File: src/rtl/fifo_param.sv
// Parametrised single-clock FIFO with legacy or show-ahead read port, programmable
// almost-full/almost-empty thresholds, synchronous clear and overflow/underflow pulses.
module fifo_param #(
  parameter int WIDTH      = 8,
  parameter int DEPTH_LOG2 = 8,
  parameter bit SHOW_AHEAD = 1'b0,
  parameter int AF_LEVEL   = (1 << DEPTH_LOG2) - 4,
  parameter int AE_LEVEL   = 4
) (
  input  logic                  clock,
  input  logic                  aclr_n,
  input  logic                  sclr,
  input  logic [WIDTH-1:0]      data,
  input  logic                  wrreq,
  input  logic                  rdreq,
  output logic [WIDTH-1:0]      q,
  output logic                  full,
  output logic                  empty,
  output logic                  almost_full,
  output logic                  almost_empty,
  output logic [DEPTH_LOG2:0]   usedw,
  output logic                  wr_ovf,
  output logic                  rd_unf
);

  localparam int DEPTH = 1 << DEPTH_LOG2;
  localparam logic [DEPTH_LOG2:0] FULL_CNT = (DEPTH_LOG2 + 1)'(DEPTH);
  localparam logic [DEPTH_LOG2:0] AF_CNT   = (DEPTH_LOG2 + 1)'(AF_LEVEL);
  localparam logic [DEPTH_LOG2:0] AE_CNT   = (DEPTH_LOG2 + 1)'(AE_LEVEL);
  localparam logic [DEPTH_LOG2:0] CNT_ONE  = (DEPTH_LOG2 + 1)'(1);
  localparam logic [DEPTH_LOG2-1:0] PTR_ONE = DEPTH_LOG2'(1);

  logic [WIDTH-1:0]      mem_q [DEPTH];
  logic [DEPTH_LOG2-1:0] wr_ptr_q, rd_ptr_q;
  logic [DEPTH_LOG2:0]   usedw_q, usedw_d;
  logic                  full_q, empty_q, almost_full_q, almost_empty_q;
  logic                  wr_ovf_q, rd_unf_q;
  logic                  wr_acc, rd_acc;

  // Handshake: wrreq/rdreq are accepted only when this cycle's full/empty flag allows;
  // a read never frees room for a same-cycle write, a write never feeds a same-cycle read.
  // Rejected requests leave all state untouched and raise the matching error pulse.
  assign wr_acc = wrreq && !full_q;
  assign rd_acc = rdreq && !empty_q;

  always_comb begin
    usedw_d = usedw_q;
    if (wr_acc && !rd_acc) begin
      usedw_d = usedw_q + CNT_ONE;
    end else if (rd_acc && !wr_acc) begin
      usedw_d = usedw_q - CNT_ONE;
    end
  end

  always_ff @(posedge clock or negedge aclr_n) begin
    if (!aclr_n) begin
      wr_ptr_q       <= '0;
      rd_ptr_q       <= '0;
      usedw_q        <= '0;
      full_q         <= 1'b0;
      empty_q        <= 1'b1;
      almost_full_q  <= 1'b0;
      almost_empty_q <= 1'b1;
      wr_ovf_q       <= 1'b0;
      rd_unf_q       <= 1'b0;
    end else if (sclr) begin
      wr_ptr_q       <= '0;
      rd_ptr_q       <= '0;
      usedw_q        <= '0;
      full_q         <= 1'b0;
      empty_q        <= 1'b1;
      almost_full_q  <= 1'b0;
      almost_empty_q <= 1'b1;
      wr_ovf_q       <= 1'b0;
      rd_unf_q       <= 1'b0;
    end else begin
      if (wr_acc) wr_ptr_q <= wr_ptr_q + PTR_ONE;
      if (rd_acc) rd_ptr_q <= rd_ptr_q + PTR_ONE;
      usedw_q        <= usedw_d;
      full_q         <= (usedw_d == FULL_CNT);
      empty_q        <= (usedw_d == '0);
      almost_full_q  <= (usedw_d >= AF_CNT);
      almost_empty_q <= (usedw_d < AE_CNT);
      wr_ovf_q       <= wrreq && full_q;
      rd_unf_q       <= rdreq && empty_q;
    end
  end

  // Storage is deliberately not reset or cleared; only the pointers define validity.
  always_ff @(posedge clock) begin
    if (wr_acc && !sclr) begin
      mem_q[wr_ptr_q] <= data;
    end
  end

  generate
    if (SHOW_AHEAD) begin : g_show_ahead
      assign q = mem_q[rd_ptr_q];
    end else begin : g_legacy
      logic [WIDTH-1:0] q_q;
      always_ff @(posedge clock or negedge aclr_n) begin
        if (!aclr_n) begin
          q_q <= '0;
        end else if (sclr) begin
          q_q <= '0;
        end else if (rd_acc) begin
          q_q <= mem_q[rd_ptr_q];
        end
      end
      assign q = q_q;
    end
  endgenerate

  assign usedw        = usedw_q;
  assign full         = full_q;
  assign empty        = empty_q;
  assign almost_full  = almost_full_q;
  assign almost_empty = almost_empty_q;
  assign wr_ovf       = wr_ovf_q;
  assign rd_unf       = rd_unf_q;

endmodule

File: config.mk
export PLATFORM = sky130hd
export DESIGN_NAME = fifo_param
export DESIGN_NICKNAME = d
export VERILOG_FILES = /design/src/rtl/fifo_param.sv
export SDC_FILE = /design/constraint.sdc
export NUM_CORES = 2
export LEC_CHECK = 0
export CORE_MARGIN = 2
export CORE_UTILIZATION = 53
export CTS_BUF_LIST = sky130_fd_sc_hd__clkbuf_16
export DETAILED_ROUTE_END_ITERATION = 12
export GPL_ROUTABILITY_DRIVEN = 0
export PLACE_DENSITY = 0.69
export REMOVE_ABC_BUFFERS = 1
export SETUP_SLACK_MARGIN = 0.02
export SLEW_MARGIN = 20
export SYNTH_ARGS = -nofsm -noshare
export SYNTH_HDL_FRONTEND = slang
export SYNTH_SLANG_ARGS = --single-unit
File: constraint.sdc
create_clock -name clock -period 3.25 [get_ports clock]
set_input_delay 0.325 -clock clock [delete_from_list [all_inputs] [get_ports clock]]
set_output_delay 0.325 -clock clock [all_outputs]
set_load 0.02 [all_outputs]
==> impl_metrics.tcl <==
set metrics [dict create \
    status "finished with violations" \
    violations "negative setup slack" \
    report.final.slew_viol_count 0 \
    setup_ws_ns -0.000347 \
    synth_top_cell_area_share 0.740 \
    whs_endpoint "mem_q[206][3]" \
    clock_skew_ns 0.0337 \
    crit_arrival_ns 3.95 \
    track_usage 0.277 \
    comb_power_share 0.085 \
    area_growth_syn_to_layout_pct 15.4 \
    worstSetupEndpointType "flop" \
    synth_top_family_by_area "multiplexers" \
    drive_gt1_frac 0.258 \
    holdWs_ns 0.0705 \
    required_ns 3.95 \
    r2r_end "q[4]" \
    cellPowerDensity_mw_per_mm2 596 \
    yosys_warnings 0 \
    sw_frac_of_total 0.220 \
    power_mw 57.1 \
    path_delay_family "multiplexers" \
    rsz0062_at_grt "yes" \
    internal_power_mw 44.5 \
    hpwl_mm 140 \
    fin_nets 4776 \
    power.switching_mw 12.6 \
    grt_pass1_wl_mm 314 \
    drv_cap 0 \
    numCtsBuffers 200 \
    cts-root-buf "clkbuf_16" \
    critPathLaunchType "flop" \
    overflow 0 \
    cts.clk_slew.worst_paths_ns 0.07 \
    wl_per_cell_microns 31.5 \
    start_util 0.533 \
    fill_cells 10600 \
    vias 45000 \
    rr_startpoint "rd_ptr_q[0]" \
    cts_tree "built" \
    holdPathStages 1 \
    path_class "reg2reg" \
    setup_tns_ns -0.000347 \
    r2r_cells 10 \
    hold_path_class "in2reg" \
    die_area_sq_mm 0.160 \
    fin_crit_ns 3.25 \
    fin_util 0.615 \
    synth_area_leaders "edfxtp_1 (74%), mux4_2 (8.1%), mux2i_1 (3.7%)" \
    slew_headroom 0.308 \
    power_leakage_nw 30.7 \
    n_antenna_cell 0 \
    drc 0 \
    synthMuxAreaShare 0.143 \
    cp_max_fo 20 \
    place_area_sq_mm 0.0891 \
    synthXorXnorAreaFrac 0.00200 \
    synth_compound_area_frac 0.0402 \
    num_rows 145 \
    avgSynthCellArea_sq_um 19.9 \
    via_per_inst 6.45 \
    postRouteWirelength_mm 220 \
    synth_simple_gate_area_frac 0.0354 \
    cts_buffer_depth 3 \
    grt_pass1_vias 43800 \
    finalInstanceArea_sq_mm 0.0959 \
    antenna_found_initial 9 \
    crit_buf_inv 4 \
    cp_slowest_stage_delay_ns 0.56 \
    place_inst 6593 \
    clock.fmax_mhz 308 \
    grt_max_degree 133 \
    ys_seq_area_frac 0.752 \
    hold_path.startpoint "data[3]" \
    yosys.area.top_type "edfxtp_1" \
    r2r_slack_ns -0.0003 \
    setup_viol 1 \
    clock-sinks 2087 \
    power_frac_clock 0.395 \
    seq_power_share 0.520 \
    firstDrtPassIters 6 \
    ant_nets 0 \
    drt_iter0_drc 6352 \
    slowest_stage "mux4_1" \
    synth-edff-count 2048 \
    coreArea_sq_mm 0.156 \
    numPortBuffers 35 \
    synthCells 4184 \
    ctsHtreeMaxLevel 4 \
    stdcell_count 6980 \
    place_ws_ns -0.466 \
    synth_ff_type "edfxtp_1" \
    clock_latency_ns 0.84 \
    irDropWorstVdd_uv 539 \
    ios 36 \
    synthesis.area_sq_mm 0.0831 \
    ys_types 90 \
    final_hold_viol_count 0 \
    max_slew.worst_pin.slew_ns 1.04 \
    die_x_microns 400 \
    synthAdderAreaFrac 0.00105 \
    fp.dieH_microns 400 \
    post-route-period-util 1.00 \
    synthArstFlopShare 0.0187 \
    ys_ff_latch 2087 \
    path_cells "buf_4 -> buf_12 -> buf_12 -> mux4_1 -> mux4_2 -> o21ai_1 -> a21oi_1 -> a211oi_2 -> buf_4 -> o41ai_2" \
]
[metal layers]
metal / part of all wire / global-route usage / routed length, microns
met5: 0.00018 / 0 / 40
met4: 0.039 / 0.0986 / 8560
met3: 0.11 / 0.0522 / 23400
met2: 0.47 / 0.431 / 103000
met1: 0.38 / 0.397 / 84400
[cells in the mapped netlist, types with 8 or more instances]
cell type  instances
or3_1             17
edfxtp_1        2048
nand3_1           39
a221oi_1          14
a211oi_1          50
buf_6             31
clkbuf_1          95
and2_1            17
buf_4             10
mux2i_1          309
xnor2_1           13
o21ai_0           28
mux4_2           300
o22ai_1           78
a2111oi_0         11
inv_1             11
nand2_1          100
a22o_1             9
o211ai_1           8
buf_1              9
nor3_1            51
o32ai_1            9
o221ai_1          82
a22oi_1           26
buf_8             25
buf_2             54
clkbuf_8          21
nor2b_1           14
nor4_1            15
dfrtp_1           37
a31oi_1           13
a21oi_1           63
buf_12            17
mux4_1            74
nor2_1           338
o31ai_1           11
[cells in the final DEF, fill, tap and decap left out, types with 9 or more instances in the layout]
master	instances
a22oi_1	26
o21ai_0	27
nand3_1	32
dfrtp_1	32
and2_1	17
clkinv_2	40
nor2b_1	14
a221oi_1	12
o31ai_1	10
a211oi_1	46
clkinv_1	50
a22o_1	9
inv_1	52
clkdlybuf4s50_1	25
a21oi_1	62
a31oi_1	12
mux4_1	74
bufinv_16	18
buf_4	532
or3_1	16
mux2i_1	308
o32ai_1	9
edfxtp_1	2048
nand2_1	99
nor3_1	49
clkbuf_16	203
o22ai_1	77
o221ai_1	79
nor2_1	338
xnor2_1	13
nor4_1	12
mux4_2	300
buf_12	60
[worst register-to-register path, stage by stage (launching register included)]
cell      delay [ns]
dfrtp_4         0.45
buf_4           0.16
buf_12          0.21
buf_12          0.22
mux4_1          0.56
mux4_2          0.53
o21ai_1         0.25
a21oi_1         0.09
a211oi_2        0.38
buf_4           0.20
o41ai_2         0.07
[sequential cells by signal (all words and copies together) (netlist names)]
name          flops
mem_q          2048
usedw             9
q                 8
rd_ptr_q          8
wr_ptr_q          8
almost_empty      1
almost_full       1
empty             1
full              1
rd_unf            1
wr_ovf            1
[cells by family after synthesis]
group	Yosys count
buf+inv	279
xor+xnor	19
simple gates	648
compound gates	454
fa+ha+maj	7
mux	690
flops	2087
[power by group through the flow]
stage / combinational (mW) / sequential (mW) / clock (mW)
2_1_floorplan: 2.71 / 30.6 / 0
3_3_place_gp: 4.61 / 30.3 / 0
6_report: 4.84 / 29.7 / 22.6
5_1_grt: 5.06 / 29.7 / 23.8
4_1_cts: 4.79 / 29.7 / 22.8
3_5_place_dp: 4.66 / 30.3 / 0
[how the worst max path moves through the flow]
stage,endpoint,slack [ns],cells after the start,start
3_5_place_dp,q[5],-0.47,9,rd_ptr_q[0]
5_1_grt,q[4],0.007,10,rd_ptr_q[0]
4_1_cts,q[3],0.03,10,rd_ptr_q[0]
3_3_place_gp,q[5],-0.46,9,rd_ptr_q[0]
2_1_floorplan,q[7],-22.88,6,rd_ptr_q[0]
6_report,q[4],-0.0003,10,rd_ptr_q[0]
[cell type report]
| class | count | area (sq um) | share of cell area |
|---|---|---|---|
| Timing Repair Buffer | 636 | 5740 | 0.0598 |
| Tap cell | 2058 | 2570 | 0.0269 |
| Clock buffer | 203 | 5080 | 0.0530 |
| Sequential cell | 2087 | 62500 | 0.652 |
| Multi-Input combinational cell | 1818 | 18700 | 0.195 |
| Clock inverter | 165 | 1240 | 0.0129 |
| Inverter | 13 | 51.3 | 0.000535 |
[repair_timing]
action / in CTS / in global routing
cloned: 2 / 0
hold endpoints to repair: 50 / 0
hold buffers: 3 / 0
pin swaps: 2 / 4
buffers inserted: 5 / 10
endpoints found under the setup margin: 5 / 8
resized for setup: 24 / 20
Power figures use the tool's default switching activity.
